===== src/rtl/video_filter_stage.sv =====
// video_filter_stage: streaming per-pixel colour filter with valid/ready handshake, one-cycle latency
// Optional feature macro: VIDEO_FILTER_BLUR_EN (mode 3 causal horizontal blur, column counter, history)
// Ports:
//   clk, reset_n              clock, synchronous active-low reset
//   filter_num, freq_flag     filter mode and tint level, latched on an accepted start-of-frame beat
//   in_data/valid/sop/eop     input pixel stream, in_ready back to the source
//   out_data/valid/sop/eop    filtered pixel stream, out_ready from downstream
//   active_filter             mode applied to the current frame
//   frame_cnt                 frames delivered downstream (end-of-frame handshakes), wraps
module video_filter_stage #(
    parameter int COLOR_W = 8,
    parameter int LINE_W  = 640,
    parameter int FREQ_W  = 2
) (
    input  logic                 clk,
    input  logic                 reset_n,
    input  logic [2:0]           filter_num,
    input  logic [FREQ_W-1:0]    freq_flag,
    input  logic [3*COLOR_W-1:0] in_data,
    input  logic                 in_valid,
    input  logic                 in_sop,
    input  logic                 in_eop,
    output logic                 in_ready,
    output logic [3*COLOR_W-1:0] out_data,
    output logic                 out_valid,
    output logic                 out_sop,
    output logic                 out_eop,
    input  logic                 out_ready,
    output logic [2:0]           active_filter,
    output logic [15:0]          frame_cnt
);
    localparam int W = 3 * COLOR_W;
    localparam logic [COLOR_W-1:0] MAX = '1;
    logic              accept;
    logic              out_hs;
    logic [2:0]        mode;
    logic [FREQ_W-1:0] tint;
    logic [FREQ_W-1:0] lvl;
    logic [COLOR_W-1:0] r, g, b, y, r_tint;
    logic [COLOR_W+1:0] y_sum;
    logic [COLOR_W:0]   r_sum;
    logic [W-1:0]       blur_data;
    logic [W-1:0]       next_data;

    assign in_ready = !out_valid || out_ready;
    assign accept   = in_valid && in_ready;
    assign out_hs   = out_valid && out_ready;

    // A start-of-frame beat already uses the newly requested mode and tint
    assign mode = in_sop ? filter_num : active_filter;
    assign lvl  = in_sop ? freq_flag : tint;

    assign {r, g, b} = in_data;
    assign y_sum  = {2'b0, r} + {1'b0, g, 1'b0} + {2'b0, b};
    assign y      = y_sum[COLOR_W+1:2];
    // Tint is scaled into the top FREQ_W bits of the channel range
    assign r_sum  = {1'b0, r} + ({{(COLOR_W+1-FREQ_W){1'b0}}, lvl} << (COLOR_W - FREQ_W));
    assign r_tint = r_sum[COLOR_W] ? MAX : r_sum[COLOR_W-1:0];

    assign next_data = (mode == 3'd1) ? {y, y, y} :
                       (mode == 3'd2) ? ~in_data :
                       (mode == 3'd3) ? blur_data :
                       (mode == 3'd4) ? {r_tint, g, b} : in_data;

`ifdef VIDEO_FILTER_BLUR_EN
    localparam int CW = (LINE_W > 1) ? $clog2(LINE_W) : 1;
    logic [CW-1:0] col, col_cur;
    logic [W-1:0]  h1, h2, p1, p2;

    assign col_cur = in_sop ? '0 : col;
    // At column 0 the history is replaced by the current pixel, so line starts pass unchanged
    assign p1 = (col_cur == '0) ? in_data : h1;
    assign p2 = (col_cur == '0) ? in_data : h2;

    for (genvar k = 0; k < 3; k++) begin : g_blur
        logic [COLOR_W+1:0] s;
        assign s = {2'b0, p2[k*COLOR_W +: COLOR_W]} + {1'b0, p1[k*COLOR_W +: COLOR_W], 1'b0}
                 + {2'b0, in_data[k*COLOR_W +: COLOR_W]};
        assign blur_data[k*COLOR_W +: COLOR_W] = s[COLOR_W+1:2];
    end

    always_ff @(posedge clk) begin
        if (!reset_n) begin
            col <= '0;
            h1  <= '0;
            h2  <= '0;
        end else if (accept) begin
            col <= (col_cur == CW'(LINE_W - 1)) ? '0 : col_cur + CW'(1);
            h1  <= in_data;
            h2  <= p1;
        end
    end
`else
    logic [31:0] unused_line_w;
    assign unused_line_w = LINE_W;
    assign blur_data = in_data;
`endif

    always_ff @(posedge clk) begin
        if (!reset_n) begin
            out_valid     <= 1'b0;
            out_data      <= '0;
            out_sop       <= 1'b0;
            out_eop       <= 1'b0;
            active_filter <= 3'd0;
            tint          <= '0;
            frame_cnt     <= 16'd0;
        end else begin
            if (accept) begin
                out_valid <= 1'b1;
                out_data  <= next_data;
                out_sop   <= in_sop;
                out_eop   <= in_eop;
            end else if (out_ready) begin
                out_valid <= 1'b0;
            end
            if (accept && in_sop) begin
                active_filter <= filter_num;
                tint          <= freq_flag;
            end
            if (out_hs && out_eop)
                frame_cnt <= frame_cnt + 16'd1;
        end
    end
endmodule

===== config.mk =====
export PLATFORM = sky130hd
export DESIGN_NAME = video_filter_stage
export DESIGN_NICKNAME = d
export VERILOG_FILES = /design/src/rtl/video_filter_stage.sv
export SDC_FILE = /design/constraint.sdc
export NUM_CORES = 1
export LEC_CHECK = 0
export ABC_AREA = 1
export CELL_PAD_IN_SITES_DETAIL_PLACEMENT = 1
export CELL_PAD_IN_SITES_GLOBAL_PLACEMENT = 1
export CORE_MARGIN = 10
export CORE_UTILIZATION = 30
export DETAILED_ROUTE_END_ITERATION = 12
export PLACE_DENSITY_LB_ADDON = 0.08
export RECOVER_POWER = 25
export SETUP_SLACK_MARGIN = 0.4
export SLEW_MARGIN = 20
export SYNTH_ARGS = -nofsm -noshare
export SYNTH_HDL_FRONTEND = slang
export SYNTH_SLANG_ARGS = --single-unit

===== constraint.sdc =====
create_clock -name clk -period 2.41 [get_ports clk]
set_clock_uncertainty 0.05 [all_clocks]
set_input_delay 0.482 -clock clk [delete_from_list [all_inputs] [get_ports clk]]
set_output_delay 0.482 -clock clk [all_outputs]
set_load 0.03 [all_outputs]

== Word level (Yosys, flattened, before mapping) ==
Index checks and enable logic that the tools add are counted.

* Register bits: 48
* Input bits: 35
* Output and inout bits: 47
* Logic and storage cells: 32

* Add/subtract/negate cells: 4
* Equal/unequal tests: 4
* Mux-type cells: 9
* Bitwise logic cells: 1
* Reductions and logical operators: 7

{| class="wikitable"
|+ Operator list
! operator !! count
|-
| $mux 24 || 4
|-
| $not 24->24 || 1
|-
| $add 16x1->16 const B || 1
|-
| $add 10x8->10 || 1
|-
| $add 8x9->10 || 1
|-
| $add 8x8->9 || 1
|-
| $mux 8 || 1
|-
| $eq 3x2->1 const B || 2
|-
| $logic_and 1x1->1 || 4
|-
| $eq 3x1->1 const B || 1
|-
| $eq 3x3->1 const B || 1
|-
| $mux 3 || 1
|-
| $mux 1 || 2
|-
| $mux 2 || 1
|-
| $reduce_bool 2->1 || 1
|-
| $logic_not 1->1 || 1
|-
| $logic_or 1x1->1 || 1
|}

== Longest topological paths before layout ==
* Depth in word-level cells: 7
* Gate-level depth with buffers: 15
* Depth with buffers taken out: 15

== Least setup slack after synthesis ==
OpenSTA, ideal clock, no wires.

* Kind: input to register
* From: input port in_data[1]
* To: register out_data[21]
* Library setup time: 109 ps
* Arrival time: 2,228 ps
* Data required time: 2,251 ps
* Slack: 23 ps
* Stages: 15
* Buffers on the path: 0
* Cells stage by stage: inv_1 > fa_1 > nor2_1 > inv_1 > fa_1 > inv_1 > nand3_1 > nand2_1 > nand2_1 > nand2_1 > nand2_1 > nand3_4 > nand3_1 > nand2_1 > inv_1

* Cells in the longest elaborated chain, start to end: 2

{| class="wikitable"
|+ RTL lines
! item !! RTL line !! text
|-
| start, declared || 19 || <nowiki>input logic [3*COLOR_W-1:0] in_data,</nowiki>
|-
| $add 10x8->10 || 54 || <nowiki>assign y_sum = {2'b0, r} + {1'b0, g, 1'b0} + {2'b0, b};</nowiki>
|-
| $mux 24 || 60 || <nowiki>assign next_data = (mode == 3'd1) ? {y, y, y} :</nowiki>
|-
| end signal, assigned || 111 || <nowiki>out_data <= next_data;</nowiki>
|-
| end, declared || 24 || <nowiki>output logic [3*COLOR_W-1:0] out_data,</nowiki>
|}

Every way passes these cells.
A chain may end at the register's enable or synchronous reset.

== Worst setup path after layout ==
* From: input port in_data[1]
* To: register out_data[18]

Same word-level chain as after synthesis.

==> impl_metrics.json <==
{
  "total_switching_power_w": 0.0009381,
  "avgSynthCellArea_um2": 6.524,
  "synth-edff-count": 0,
  "fin_total_pwr_w": 0.002472,
  "setup_ws_ns": 0.2494,
  "synth_ff_type": "sky130_fd_sc_hd__dfxtp_1",
  "clkSinkCount": 48,
  "post_drt_via_cell_ratio": 4.728,
  "die-area_mm2": 0.01508,
  "path_clk_slew_ns": 0.09,
  "netlist.area_leader.share_pct": 30.31,
  "htreeDepth": 2,
  "async_reset_ff_share_pct": 0,
  "routed_wire_length_per_instance_um": 15.42,
  "finalNetCount": 669,
  "remaining_drc_errors": 0,
  "dp_worst_setup_slack_ns": -0.6609,
  "layout_min_cycle_time_ns": 2.161,
  "power-per-cell-area_mw_per_mm2": 504.6,
  "vias": 3560,
  "layout-drive-gt1-share_pct": 26.90,
  "postSynthNetCount": 539,
  "routed_wl_um": 11610,
  "coreArea_mm2": 0.01032,
  "place_inst": 738,
  "detailedRoute.firstIterationViolations": 141,
  "syn_to_final_growth_pct": 54.50,
  "final_min_period_over_clock_period_pct": 89.65,
  "final_max_slew_viol_count": 0,
  "synth_cell_types": 33,
  "worst_hold_path.num_cells": 2,
  "clk_network_pwr_share_pct": 20.5,
  "fmax_ghz": 0.4628,
  "ys.warnings.count": 0,
  "antenna_found_initial": 0,
  "row_count": 37,
  "worstHoldEndpoint": "out_sop$_SDFFE_PN0P_",
  "maxCapViolCount": 0,
  "critPathArrivalTime_ns": 2.36,
  "detailedRoute.firstPassIterationCount": 4,
  "place.gp.congestion": 0.7823,
  "seq_area_frac_synth_pct": 30.31,
  "post_synth_inst_count": 486,
  "worst-slew-pin-transition_ns": 0.6671,
  "critPathRequiredTime_ns": 2.61,
  "worst_r2r_endpoint": "out_data[23]$_SDFFE_PN0P_",
  "place.detailed.hpwl_um": 8727,
  "cts_made_buffers": 5,
  "hp-start": "out_sop$_SDFFE_PN0P_",
  "clock_tree_from_tritoncts": "built",
  "initial_utilization_pct": 30.71,
  "critical_path.max_fanout": 3,
  "ir_drop_uv": 192.6,
  "cp-start-kind": "primary input",
  "share_seq_of_total_power_pct": 35.2,
  "yosys-top-cells-count": "sky130_fd_sc_hd__nand2_1 (117), sky130_fd_sc_hd__inv_1 (68), sky130_fd_sc_hd__nor2_1 (62)",
  "antennaDiodeCount": 0,
  "setup.worst_path.class": "primary input to register",
  "switching_share_pct": 37.95,
  "cts-root-buf": "sky130_fd_sc_hd__clkbuf_8",
  "post_synth_instance_area_mm2": 0.003171,
  "floorplan.die.height_um": 122.8,
  "finalHoldWorstSlack_ns": 0.4173,
  "crit_reg_reg_startpoint": "tint[0]$_SDFFE_PN0P_",
  "port_buffers": 81,
  "p_int_w": 0.001534,
  "share_comb_of_total_power_pct": 44.3,
  "final-instance-count-excl-fill": 753,
  "synth_top_area_cell": "sky130_fd_sc_hd__dfxtp_1",
  "synth.most_common_cell": "sky130_fd_sc_hd__nand2_1",
  "io_pins": 82,
  "antenna_violating_nets_post_route": 0,
  "grt_setup_unrepaired": "yes",
  "worst_r2r_path_depth": 11,
  "clk_latency_ns": 0.31,
  "final.fill_count": 1342,
  "hold_path.class": "register to register",
  "timing.final.hold_violations": 0,
  "outcome": "complete, no violations",
  "vias_in_the_first_global_route": 3663,
  "kind_of_capture_point_of_the_worst_setup_path": "register",
  "grt_max_degree": 40,
  "grt_usage_pct": 14.92,
  "globalRoute.totalOverflow": 0,
  "reg2reg_slack_ns": 0.47,
  "number_of_flip_flops_and_latches_in_the_synthesized_netlist": 48,
  "power_leakage_nw": 2.262,
  "number_of_buffers_on_the_longest_clock_path": 2,
  "yosys-top-cells-area": "sky130_fd_sc_hd__dfxtp_1 (30%), sky130_fd_sc_hd__nand2_1 (14%), sky130_fd_sc_hd__inv_1 (8.1%)",
  "finalSetupViolations": 0,
  "grt_pass1_wl_um": 18400,
  "timing.max_slew.rel_slack_pct": 55.53,
  "die_w_um": 122.8
}
-- power groups by stage --
stage	registers, W	logic (W)	clock network, W
after floorplan	0.000975	0.000415	0
after global routing	0.000876	0.00119	0.000567
after detailed placement	0.000888	0.000890	0
after global placement	0.000886	0.000868	0
after CTS	0.000871	0.000999	0.000536
final	0.000870	0.00109	0.000508
-- per-stage QoR --
| stage | TNS (ns) | util (%) | area [um^2] |
|---|---|---|---|
| after global routing | 0 | 47.45 | 4898 |
| after global placement | -10.11 | 43.81 | 4523 |
| final | 0 | 47.45 | 4898 |
| after floorplan | 0 | - | 3218 |
| after CTS | 0 | 46.55 | 4806 |
| after detailed placement | -11.41 | 43.81 | 4523 |
-- routing by layer --
metal	vias up	track usage [%]	share of wire (%)
li1	1801	-	-
met1	1692	18.33	46
met2	60	26.84	50
met3	7	2.066	3.8
met4	0	3.314	0.70
met5	-	0	0
-- how the worst max path moves through the flow --
stage,from,to,slack [ns],cells past startpoint
after global routing,in_data[1],out_data[21]$_SDFFE_PN0P_,0.18,16
final,in_data[1],out_data[18]$_SDFFE_PN0P_,0.25,16
after detailed placement,in_data[1],out_data[21]$_SDFFE_PN0P_,-0.66,16
after floorplan,in_data[1],out_data[21]$_SDFFE_PN0P_,0.16,15
after CTS,in_data[17],out_data[21]$_SDFFE_PN0P_,0.23,16
after global placement,in_data[1],out_data[21]$_SDFFE_PN0P_,-0.55,16
-- kinds of logic after synthesis --
| group | count (synthesis) | share of synthesized area [%] |
|---|---|---|
| buffers and inverters | 88 | 11.64 |
| adders and majority gates | 18 | 9.234 |
| and+or+nand+nor | 245 | 34.21 |
| xor gates and xnor gates | 3 | 0.8289 |
| AOI/OAI and AO/OA | 84 | 13.77 |
| DFF | 48 | 30.31 |
-- placed cells by master (no fill, tap or decap), drive strengths merged --
master,instances
a211oi,1
a21oi,45
buf,62
clkbuf,18
clkdlybuf4s15,5
clkdlybuf4s50,42
clkinv,4
dfxtp,48
dlygate4sd2,13
dlygate4sd3,2
dlymetal6s2s,2
fa,9
ha,9
inv,71
nand2,121
nand3,40
nand3b,4
nand4,8
nor2,65
nor3,2
nor3b,2
o21a,4
o21ai,34
or2,3
xnor2,1
xor2,2
-- final cells by class --
cell class | instances | area, um^2 | area share (%)
clock buffers | 5 | 68.82 | 1.405
clock inverters | 3 | 18.77 | 0.3831
inverters | 72 | 285.3 | 5.824
multi-input cells | 350 | 2168 | 44.27
flip-flops and latches | 48 | 960.9 | 19.62
well taps | 136 | 170.2 | 3.474
repair buffers | 139 | 1226 | 25.03
-- worst max-delay path: stages --
cell and delay, ns:
sky130_fd_sc_hd__buf_8 0.09, sky130_fd_sc_hd__inv_8 0.03, sky130_fd_sc_hd__fa_1 0.59, sky130_fd_sc_hd__nor2_4 0.05, sky130_fd_sc_hd__buf_4 0.13, sky130_fd_sc_hd__buf_4 0.12
sky130_fd_sc_hd__buf_4 0.12, sky130_fd_sc_hd__buf_6 0.12, sky130_fd_sc_hd__nand2_4 0.07, sky130_fd_sc_hd__nand2_4 0.06, sky130_fd_sc_hd__buf_6 0.12, sky130_fd_sc_hd__nand2_4 0.04
sky130_fd_sc_hd__nand3_2 0.07, sky130_fd_sc_hd__nand2_2 0.09, sky130_fd_sc_hd__inv_4 0.05, sky130_fd_sc_hd__a21oi_2 0.12
-- repair_timing --
item | CTS | global route
endpoints found under the setup margin | 29 | 30
pin swaps | 34 | 30
hold endpoints to repair | 0 | 0
resized for setup | 115 | 55
hold buffers | 0 | 0
setup buffers | 5 | 2
-- sequential cells by signal, indices dropped and copies added (netlist names) --
signal,count
out_valid,1
out_sop,1
active_filter,3
tint,2
out_eop,1
frame_cnt,16
out_data,24
No activity file was read; power rests on OpenSTA's default activity.
